### config.mk
export PLATFORM = sky130hd
export DESIGN_NAME = regfile_wb_arbiter_flat
export DESIGN_NICKNAME = d
export VERILOG_FILES = /design/src/rtl/regfile_wb_arbiter_if.sv /design/src/rtl/regfile_wb_arbiter.sv /design/src/flat_wrapper.sv
export SDC_FILE = /design/constraint.sdc
export NUM_CORES = 1
export LEC_CHECK = 0
export ABC_AREA = 1
export BUFFER_PORTS_ARGS = -buffer_cell sky130_fd_sc_hd__buf_4
export CORE_UTILIZATION = 46
export DETAILED_ROUTE_END_ITERATION = 10
export PLACE_DENSITY = 0.65
export SYNTH_ARGS = -nofsm -noshare
export SYNTH_HDL_FRONTEND = slang
export SYNTH_SLANG_ARGS = --single-unit
### constraint.sdc
create_clock -name clk -period 2.2 [get_ports clk]
set_input_delay 0.22 -clock clk [delete_from_list [all_inputs] [get_ports clk]]
set_output_delay 0.22 -clock clk [all_outputs]
set_load 0.02 [all_outputs]
### src/rtl/regfile_wb_arbiter_if.sv
// ---------------------------------------------------------------------------
// regfile_wb_arbiter_if
//
// Purpose: groups the writeback-arbiter signals into one bundle. The "slave"
// modport belongs to the arbiter. The "master" modport belongs to whatever
// drives the result streams: the pipeline, or a testbench.
//
// Signals:
//   alu_valid/alu_rd/alu_data      one-cycle ALU writeback stream
//   lsu_valid/lsu_rd/lsu_data      long-latency LSU writeback stream
//   lsu_ready                      arbiter can take an LSU result this cycle
//   pend_set/pend_rd               long-latency op issued, marks rd pending
//   chk_rs1/chk_rs2                issue-stage sources to test for hazards
//   rs1_busy/rs2_busy              source has an outstanding long-latency write
//   write_reg/write_data/RegWrite  registered register-file write port
//   fifo_count                     LSU buffer occupancy
//
// DEPTH must match the DEPTH of the arbiter instance. It sizes fifo_count.
// ---------------------------------------------------------------------------
interface regfile_wb_arbiter_if #(
  parameter int DEPTH = 4
);
  localparam int CW = $clog2(DEPTH) + 1;

  logic          alu_valid;
  logic [4:0]    alu_rd;
  logic [31:0]   alu_data;
  logic          lsu_valid;
  logic          lsu_ready;
  logic [4:0]    lsu_rd;
  logic [31:0]   lsu_data;
  logic          pend_set;
  logic [4:0]    pend_rd;
  logic [4:0]    chk_rs1;
  logic [4:0]    chk_rs2;
  logic          rs1_busy;
  logic          rs2_busy;
  logic [4:0]    write_reg;
  logic [31:0]   write_data;
  logic          RegWrite;
  logic [CW-1:0] fifo_count;

  modport master (
    output alu_valid, alu_rd, alu_data,
    output lsu_valid, lsu_rd, lsu_data,
    output pend_set, pend_rd, chk_rs1, chk_rs2,
    input  lsu_ready, rs1_busy, rs2_busy,
    input  write_reg, write_data, RegWrite, fifo_count
  );

  modport slave (
    input  alu_valid, alu_rd, alu_data,
    input  lsu_valid, lsu_rd, lsu_data,
    input  pend_set, pend_rd, chk_rs1, chk_rs2,
    output lsu_ready, rs1_busy, rs2_busy,
    output write_reg, write_data, RegWrite, fifo_count
  );
endinterface

### src/rtl/regfile_wb_arbiter.sv
// ---------------------------------------------------------------------------
// regfile_wb_arbiter
//
// Purpose: drives the single register-file write port. Two result streams
// share it:
//   - the ALU stream, which has priority and is always accepted;
//   - the LSU stream, which is buffered in a small circular FIFO and drained
//     whenever the ALU leaves the write port free.
// A 32-bit pending scoreboard marks destinations whose long-latency result
// has not been written yet. The issue stage uses it to detect RAW hazards.
//
// Ports:
//   clk    rising-edge clock
//   rsta   asynchronous active-low reset. It clears the FIFO, the scoreboard
//          and the write port immediately.
//   bus    regfile_wb_arbiter_if.slave. It carries the ALU/LSU streams, the
//          scoreboard set/check ports, the registered write port and the
//          FIFO occupancy.
//
// Parameter:
//   DEPTH  number of LSU FIFO entries. It must be a power of two, at least 2,
//          and equal to the DEPTH of the connected interface.
// ---------------------------------------------------------------------------
module regfile_wb_arbiter #(
  parameter int DEPTH = 4
) (
  input logic             clk,
  input logic             rsta,
  regfile_wb_arbiter_if.slave bus
);

  localparam int PW = $clog2(DEPTH);
  localparam int CW = PW + 1;

  // Each FIFO entry is {rd, data}.
  logic [36:0]   mem_q [DEPTH];
  logic [36:0]   mem_d [DEPTH];
  logic [PW-1:0] wr_ptr_q, wr_ptr_d;
  logic [PW-1:0] rd_ptr_q, rd_ptr_d;
  logic [CW-1:0] count_q, count_d;

  logic [31:0]   pending_q, pending_d;

  logic [4:0]    write_reg_q, write_reg_d;
  logic [31:0]   write_data_q, write_data_d;
  logic          reg_write_q, reg_write_d;

  logic          alu_wr;
  logic          fifo_empty;
  logic          lsu_ready;
  logic          lsu_accept;
  logic          push;
  logic          pop;
  logic [4:0]    head_rd;
  logic [31:0]   head_data;

  // Handshake and arbitration decisions.
  // lsu_ready is taken from the registered count only. A full FIFO therefore
  // refuses a push even in a cycle where it is also popping; this keeps the
  // ready path free of any dependence on the ALU inputs.
  // A write to x0 is never issued. An ALU result for x0 leaves the port free
  // so the FIFO can drain in that cycle. An LSU result for x0 is accepted and
  // dropped instead of taking a FIFO slot.
  always_comb begin
    alu_wr     = bus.alu_valid && (bus.alu_rd != 5'd0);
    fifo_empty = (count_q == '0);
    lsu_ready  = (count_q < CW'(DEPTH));
    lsu_accept = bus.lsu_valid && lsu_ready;
    push       = lsu_accept && (bus.lsu_rd != 5'd0);
    pop        = !alu_wr && !fifo_empty;
    head_rd    = mem_q[rd_ptr_q][36:32];
    head_data  = mem_q[rd_ptr_q][31:0];
  end

  // FIFO storage and pointers.
  // Because DEPTH is a power of two, the pointers wrap naturally modulo
  // DEPTH. The count gets a spare bit so that a full FIFO can be told apart
  // from an empty one.
  always_comb begin
    mem_d    = mem_q;
    wr_ptr_d = wr_ptr_q;
    rd_ptr_d = rd_ptr_q;
    count_d  = count_q;
    if (push) begin
      mem_d[wr_ptr_q] = {bus.lsu_rd, bus.lsu_data};
      wr_ptr_d        = wr_ptr_q + PW'(1);
    end
    if (pop) begin
      rd_ptr_d = rd_ptr_q + PW'(1);
    end
    if (push && !pop) begin
      count_d = count_q + CW'(1);
    end else if (pop && !push) begin
      count_d = count_q - CW'(1);
    end
  end

  // Pending scoreboard.
  // A pending bit is cleared only when the FIFO entry for that rd reaches the
  // write port. ALU writes leave the bits alone. The set is applied after the
  // clear, so a new long-latency op for the same rd in that cycle keeps it
  // pending.
  always_comb begin
    pending_d = pending_q;
    if (pop) begin
      pending_d[head_rd] = 1'b0;
    end
    if (bus.pend_set && (bus.pend_rd != 5'd0)) begin
      pending_d[bus.pend_rd] = 1'b1;
    end
  end

  // Write-port selection: the ALU first, then the FIFO head. When neither
  // writes, the address and data keep their last values and only the enable
  // drops.
  always_comb begin
    write_reg_d  = write_reg_q;
    write_data_d = write_data_q;
    reg_write_d  = 1'b0;
    if (alu_wr) begin
      write_reg_d  = bus.alu_rd;
      write_data_d = bus.alu_data;
      reg_write_d  = 1'b1;
    end else if (pop) begin
      write_reg_d  = head_rd;
      write_data_d = head_data;
      reg_write_d  = 1'b1;
    end
  end

  // All state, with asynchronous active-low reset.
  always_ff @(posedge clk or negedge rsta) begin
    if (!rsta) begin
      for (int i = 0; i < DEPTH; i++) begin
        mem_q[i] <= '0;
      end
      wr_ptr_q     <= '0;
      rd_ptr_q     <= '0;
      count_q      <= '0;
      pending_q    <= '0;
      write_reg_q  <= '0;
      write_data_q <= '0;
      reg_write_q  <= 1'b0;
    end else begin
      mem_q        <= mem_d;
      wr_ptr_q     <= wr_ptr_d;
      rd_ptr_q     <= rd_ptr_d;
      count_q      <= count_d;
      pending_q    <= pending_d;
      write_reg_q  <= write_reg_d;
      write_data_q <= write_data_d;
      reg_write_q  <= reg_write_d;
    end
  end

  // Outputs. The busy flags are combinational from the registered scoreboard,
  // and x0 is never reported busy.
  assign bus.lsu_ready  = lsu_ready;
  assign bus.fifo_count = count_q;
  assign bus.write_reg  = write_reg_q;
  assign bus.write_data = write_data_q;
  assign bus.RegWrite   = reg_write_q;
  assign bus.rs1_busy   = pending_q[bus.chk_rs1] && (bus.chk_rs1 != 5'd0);
  assign bus.rs2_busy   = pending_q[bus.chk_rs2] && (bus.chk_rs2 != 5'd0);

endmodule

### src/flat_wrapper.sv
// flat-port wrapper written by rule: the top's interface ports become plain ports
module regfile_wb_arbiter_flat 
#(
  parameter int DEPTH = 4
)
  (clk, rsta, bus_alu_valid, bus_alu_rd, bus_alu_data, bus_lsu_valid, bus_lsu_rd, bus_lsu_data, bus_pend_set, bus_pend_rd, bus_chk_rs1, bus_chk_rs2, bus_lsu_ready, bus_rs1_busy, bus_rs2_busy, bus_write_reg, bus_write_data, bus_RegWrite, bus_fifo_count);
  regfile_wb_arbiter_if #(.DEPTH(DEPTH)) bus_i ();
  input logic clk;
  input logic rsta;
  input wire logic [$bits(bus_i.alu_valid)-1:0] bus_alu_valid;
  input wire logic [$bits(bus_i.alu_rd)-1:0] bus_alu_rd;
  input wire logic [$bits(bus_i.alu_data)-1:0] bus_alu_data;
  input wire logic [$bits(bus_i.lsu_valid)-1:0] bus_lsu_valid;
  input wire logic [$bits(bus_i.lsu_rd)-1:0] bus_lsu_rd;
  input wire logic [$bits(bus_i.lsu_data)-1:0] bus_lsu_data;
  input wire logic [$bits(bus_i.pend_set)-1:0] bus_pend_set;
  input wire logic [$bits(bus_i.pend_rd)-1:0] bus_pend_rd;
  input wire logic [$bits(bus_i.chk_rs1)-1:0] bus_chk_rs1;
  input wire logic [$bits(bus_i.chk_rs2)-1:0] bus_chk_rs2;
  output wire logic [$bits(bus_i.lsu_ready)-1:0] bus_lsu_ready;
  output wire logic [$bits(bus_i.rs1_busy)-1:0] bus_rs1_busy;
  output wire logic [$bits(bus_i.rs2_busy)-1:0] bus_rs2_busy;
  output wire logic [$bits(bus_i.write_reg)-1:0] bus_write_reg;
  output wire logic [$bits(bus_i.write_data)-1:0] bus_write_data;
  output wire logic [$bits(bus_i.RegWrite)-1:0] bus_RegWrite;
  output wire logic [$bits(bus_i.fifo_count)-1:0] bus_fifo_count;
  assign bus_i.alu_valid = bus_alu_valid;
  assign bus_i.alu_rd = bus_alu_rd;
  assign bus_i.alu_data = bus_alu_data;
  assign bus_i.lsu_valid = bus_lsu_valid;
  assign bus_i.lsu_rd = bus_lsu_rd;
  assign bus_i.lsu_data = bus_lsu_data;
  assign bus_i.pend_set = bus_pend_set;
  assign bus_i.pend_rd = bus_pend_rd;
  assign bus_i.chk_rs1 = bus_chk_rs1;
  assign bus_i.chk_rs2 = bus_chk_rs2;
  assign bus_lsu_ready = bus_i.lsu_ready;
  assign bus_rs1_busy = bus_i.rs1_busy;
  assign bus_rs2_busy = bus_i.rs2_busy;
  assign bus_write_reg = bus_i.write_reg;
  assign bus_write_data = bus_i.write_data;
  assign bus_RegWrite = bus_i.RegWrite;
  assign bus_fifo_count = bus_i.fifo_count;
  regfile_wb_arbiter #(.DEPTH(DEPTH)) u_core (.clk(clk), .rsta(rsta), .bus(bus_i));
endmodule
==> Yosys cells after proc, flatten, opt, wreduce, memory -nomap -nowiden <==
Index checks and enable logic that the tools add are counted.
{ "word_totals": {"reg_bits": 225, "latchBits": 0, "ram_bits": 0, "romBits": 0, "out_inout_bits": 44, "elab_cells": 78, "memories": 0} }
{ "classes": {"n_addsub": 4, "n_mul": 0, "n_div": 0, "magnitude_cmp": 10, "eq_ne": 0, "n_shift": 0, "n_mux": 24, "bitwise": 5, "n_reduce_logical": 24} }
{ "ops": {"columns": ["op", "n"], "rows": [
  ["bitwise mux 148 bit", 1],
  ["2-to-1 mux 32 bit", 4],
  ["2-to-1 mux 37 bit", 3],
  ["binary-select mux 37 bit (select 2 bit)", 1],
  ["demux 37 bit (select 2 bit)", 1],
  ["AND 32 bit", 1],
  ["inverter 32 bit", 1],
  ["OR 32 bit", 1],
  ["nonzero test 5 bit", 5],
  ["< comparator 5 x 6 -> 1 bit, second input constant", 4],
  ["logical AND 1 bit", 12],
  ["binary-select mux 1 bit (select 5 bit)", 2],
  ["demux 1 bit (select 5 bit)", 2],
  [">= comparator 5 x 1 -> 1 bit, second input constant", 2],
  ["2-to-1 mux 5 bit", 2],
  [">= comparator 3 bit, second input constant", 2],
  ["2-to-1 mux 1 bit", 6],
  ["2-to-1 mux 3 bit", 2],
  ["inverter 2 -> 3 bit", 2],
  ["adder 2 x 1 -> 2 bit, second input constant", 2],
  ["logical NOT 1 bit", 4],
  ["nonzero test 2 bit", 2],
  ["adder 3 x 1 -> 3 bit, second input constant", 1],
  ["logical NOT 3 bit", 1],
  ["3 further kinds", 3]
]} }

==> Longest topological paths before layout <==
{ "depth": {"ltp_word": 13, "depth_mapped": 12, "ltp_nobuf": 11} }

==> Least setup slack after synthesis <==
Ideal clock, no wire load.
{ "synth_path": {"kind": "flip-flop to flip-flop", "startpoint": "reg u_core.count_q[2], in the netlist u_core.bus.fifo_count[2]", "endpoint": "reg u_core.count_q[1], in the netlist u_core.bus.fifo_count[1]", "arrival_time_ps": 1959, "setup_slack_ps": 117, "stages_incl_launch_ff": 9, "n_path_buf": 1, "cell_sequence": "dfrtp_1 nor2_1 nand2_1 inv_2 clkbuf_1 ha_1 inv_1 fa_1 mux2_2"} }
{ "synth_via": {"word_cells_on_any_way": 12} }
{ "synth_lines": {"columns": ["item", "line", "rtl"], "rows": [
  ["start, declared", "regfile_wb_arbiter.sv:40", "logic [CW-1:0] count_q, count_d;"],
  ["start signal, assigned", "regfile_wb_arbiter.sv:148", "count_q <= count_d;"],
  ["< comparator 3 bit", "regfile_wb_arbiter.sv:67", "lsu_ready = (count_q < CW'(DEPTH));"],
  ["logical AND 1 bit", "regfile_wb_arbiter.sv:68", "lsu_accept = bus.lsu_valid && lsu_ready;"],
  ["logical AND 1 bit", "regfile_wb_arbiter.sv:69", "push = lsu_accept && (bus.lsu_rd != 5'd0);"],
  ["named net u_core.push", "regfile_wb_arbiter.sv:52", "logic push;"],
  ["logical AND 1 bit", "regfile_wb_arbiter.sv:91", "if (push && !pop) begin"],
  ["2-to-1 mux 3 bit", "regfile_wb_arbiter.sv:91", null],
  ["named net u_core.count_d[1]", "regfile_wb_arbiter.sv:40", null]
]} }
The timed path passes the listed nets, and every way through them passes these cells.
A chain may end at the register's enable or synchronous reset.

==> Worst setup path after layout <==
{ "layout_path": {"startpoint": "in bus_lsu_rd[3]", "endpoint": "reg u_core.count_q[1], in the netlist u_core.bus.fifo_count[1]"} }
{ "layout_via": {"word_cells_on_any_way": 7} }
{ "layout_lines": {"columns": ["item", "line", "rtl"], "rows": [
  ["start, declared", "flat_wrapper.sv:14", "input wire logic [$bits(bus_i.lsu_rd)-1:0] bus_lsu_rd;"],
  ["nonzero test 5 bit", "regfile_wb_arbiter.sv:69", null],
  ["logical AND 1 bit", "regfile_wb_arbiter.sv:69", null],
  ["logical AND 1 bit", "regfile_wb_arbiter.sv:91", null],
  ["2-to-1 mux 3 bit", "regfile_wb_arbiter.sv:91", null],
  ["named net u_core.count_d[1]", "regfile_wb_arbiter.sv:40", null]
]} }
The timed path passes the listed nets, and every way through them passes these cells.

==> summary.md <==
| Metric | Value |
|---|---|
| Vias in the first global route | 10,595 |
| Most frequent cells in the layout | nand2_1 (589), dfrtp_1 (223), nand3_1 (169) |
| GRT Util Overall | 25.9% |
| CTS H-Tree Depth | 1 |
| Failing checks | DRC |
| Crit path kind | in2reg |
| Synth Flop Type | dfrtp_1 |
| Commonest non-fill, non-tap cell in the layout | nand2_1 |
| Post-synthesis mux area share | 0.0990% |
| Reg2reg start | u_core.bus.fifo_count[0] |
| Mean Syn Cell Area | about 7.6 µm² |
| Hold path depth | 3 |
| Biggest register | u_core.mem_q |
| Post-CTS setup repair buffer count | 0 |
| Worst r2r dst | u_core.bus.fifo_count[2] |
| Slew margin rel. | 52.5% |
| Largest family of logic cells by synthesized area | simple AND/OR/NAND/NOR gates |
| CP Launch Type | input pin |
| Register area share after synthesis | about half |
| Multi-input logic area | a little under 5000 µm² |
| Flop-to-flop setup slack | 0.29 ns |
| HP Start | bus_alu_rd[4] |
| Row cnt | 57 |
| Post-synth cell types | 33 |
| Die height | around 160 µm |
| Vias | approximately 11,000 |
| Area growth syn-to-layout | 25.4% |
| Largest fanout on the critical path | 5 |
| Pre-Repair DR Iteration Count | 8 |
| IO Port Bufs | 137 |
| Status | finished, violations left |
| EDFF count, synth | 0 |
| CP Data Required Time | ~2.6 ns |
| Vias/cell | 5.16 |
| Xor and xnor fraction of the mapped netlist area | 0.308% |
| Lkg Pwr | ~7.3 nW |
| Grt total ovfl | 0 |
| Measured slew at the worst slew-check pin | 0.710 ns |
| CTS tree | yes |
| Fillers | 2,290 |
| Register area | roughly 5600 µm² |
| Clock slew at reported path FFs | about 0.060 ns |
| Synth Instances | ~1,500 |
| Post-Route WL | around 32,000 µm |
| Flop and latch count out of synthesis | 225 |
| Unrepaired setup endpoints after global routing | false |
| CP endpoint kind | register |
| Number of synthesis warnings | 0 |
| Synth Net Count | 1,604 |
| Simple-gate share of the synthesized area | between 30% and 40% |
| Clock tree buffer depth | 3 |
| PwrDens | 1370 nW/µm² |
| Tmin final | roughly 2.0 ns |
| Post-Synth Adder-Cell Area | less than 1% |
| Clock sink total | 225 |
| Worst EP arrival | roughly 2.4 ns |
| Final TNS setup | 0 ns |
| Overall Power | around 20 mW |
| Compound-Gate Fraction of Synth Area | under 10% |
| Max FFs per register | about 150 |
| Wirelength per Cell | between 15 and 20 µm |
| Post-detail-place hpwl | just over 20,000 µm |
| Clk_skew | 0.0209 ns |
| Endpoint, Worst Hold | u_core.bus.write_reg[4] |
| Initial DRC count | roughly 850 |
| Max-cap viol count | 0 |
| Synthesized area | between 10,000 and 15,000 µm² |
| Share of cells above drive strength 1 | between 10 and 15% |
| Skew-Pair Late Insertion Delay | 0.53 ns |
| Worst Reg-to-Reg Cells | 10 |
| Clock root buffer | clkbuf_16 |
| First-pass GRT wire length | between 50,000 and 60,000 µm |
| I/O Pins | about 140 |
| Antenna violations before repair | 2 |
| Largest net degree at the start of global routing | 79 |
| Starting density of the core | between 40% and 50% |
| Post-detailed-route count of antenna-violating nets | 0 |
| Hold Violations, Final | 0 |
| Die area | between 20,000 and 30,000 µm² |
| Core Region | roughly 24,000 µm² |
| Max frequency | between 400 and 500 MHz |
| Die Wd | 159 µm |
| Post-synth ARST share | 100% |
| Global placement routability congestion | 0.887 |
| DR DRC count | 2 |
| Finish-stage setup viols | 0 |
| Fin. max-slew vios | 0 |
| Total CTS buffers | 26 |
| Maximum VDD drop | between 0.0007 and 0.0008 V |
| Tcrit/Tclk final | 90.9% |
| Hold Path Class | in2reg |
| Hold_ws | roughly 0.038 ns |
| NumNets Final | 1,796 |
| Post_cts resized | 0 |
==> how the worst max path moves through the flow <==
stage                                   from                        to  slack, ns  cells after the start
finish                         bus_lsu_rd[3]  u_core.bus.fifo_count[1]       0.20                     10
floorplan           u_core.bus.fifo_count[2]  u_core.bus.fifo_count[1]       0.12                      8
detailed placement             bus_lsu_rd[3]  u_core.bus.fifo_count[1]       0.24                      9
global route             u_core.pending_q[4]              bus_rs2_busy       0.12                     11
global placement               bus_lsu_rd[3]  u_core.bus.fifo_count[1]       0.28                      9
CTS                            bus_lsu_rd[3]  u_core.bus.fifo_count[1]       0.19                     10
==> Yosys cell counts (all sizes together), types with 2 or more instances <==
cell / count / area (µm²)
xor2: 3 / 26.3
nor2: 104 / 440
ha: 5 / 62.6
nand2: 599 / 2280
a31oi: 2 / 12.5
o21ai: 78 / 390
nor3: 12 / 65.1
buf: 72 / 443
clkinv: 4 / 15.0
o211ai: 36 / 270
nand3: 173 / 893
clkbuf: 13 / 48.8
inv: 107 / 407
a21oi: 65 / 325
dfrtp: 225 / 5630
o21a: 2 / 15.0
==> critical path, cell delays in order <==
cell and delay (ns):
dlygate4sd3_1 0.55, buf_4 0.16, nor3_1 0.23, nand2_1 0.09, nand2_1 0.12, inv_2 0.07, ha_1 0.19, inv_1 0.09
fa_1 0.42, mux2_2 0.26
==> routing by layer <==
metal | wire (µm) | track usage [%] | up-vias
met3 | 1890 | 4.35 | 58
met5 | 12 | 0 | -
li1 | - | - | 5170
met1 | 14300 | 34.2 | 4999
met4 | 750 | 6.73 | 2
met2 | 14900 | 44.1 | 297
==> through the flow <==
stage,instances,util [%],setup slack [ns],instance area [µm²]
after CTS,2037,58.7,0.186,14300
final,2038,58.7,0.200,14300
after detailed placement,1917,52.1,0.240,12700
after global placement,1917,52.1,0.285,12700
after global routing,2038,58.7,0.115,14300
after floorplan,1504,-,0.117,11400
==> power by group <==
group | switching (mW) | internal [mW]
sequential | 1.05 | 6.06
combinational | 5.36 | 2.88
clock | 1.69 | 2.57
total | 8.09 | 11.5
==> final cells by class <==
| cell class | instances | share of cell area [%] |
|---|---|---|
| diodes | 1 | 0.0175 |
| inverters | 111 | 2.96 |
| multi-input cells | 1083 | 33.9 |
| repair buffers | 249 | 14.9 |
| clock buffers | 37 | 5.20 |
| flip-flops and latches | 225 | 39.5 |
| well taps | 324 | 2.84 |
| clock inverters | 8 | 0.728 |
==> repair_timing <==
item                                    4_1_cts  5_1_grt
hold endpoints to repair                    253        0
hold buffers                                 75        0
endpoints found under the setup margin        0        0
==> cells by family (layout without fill, tap and decap cells) <==
logic type      after synthesis  after routing
simple gates                888            888
fa+ha+maj                     6              6
compound gates              184            184
xor+xnor                      4              4
buf+inv                     196            405
mux                           1              1
flops                       225            225
other cells                   0              1
Note: power is estimated with default switching activity, not from simulation.
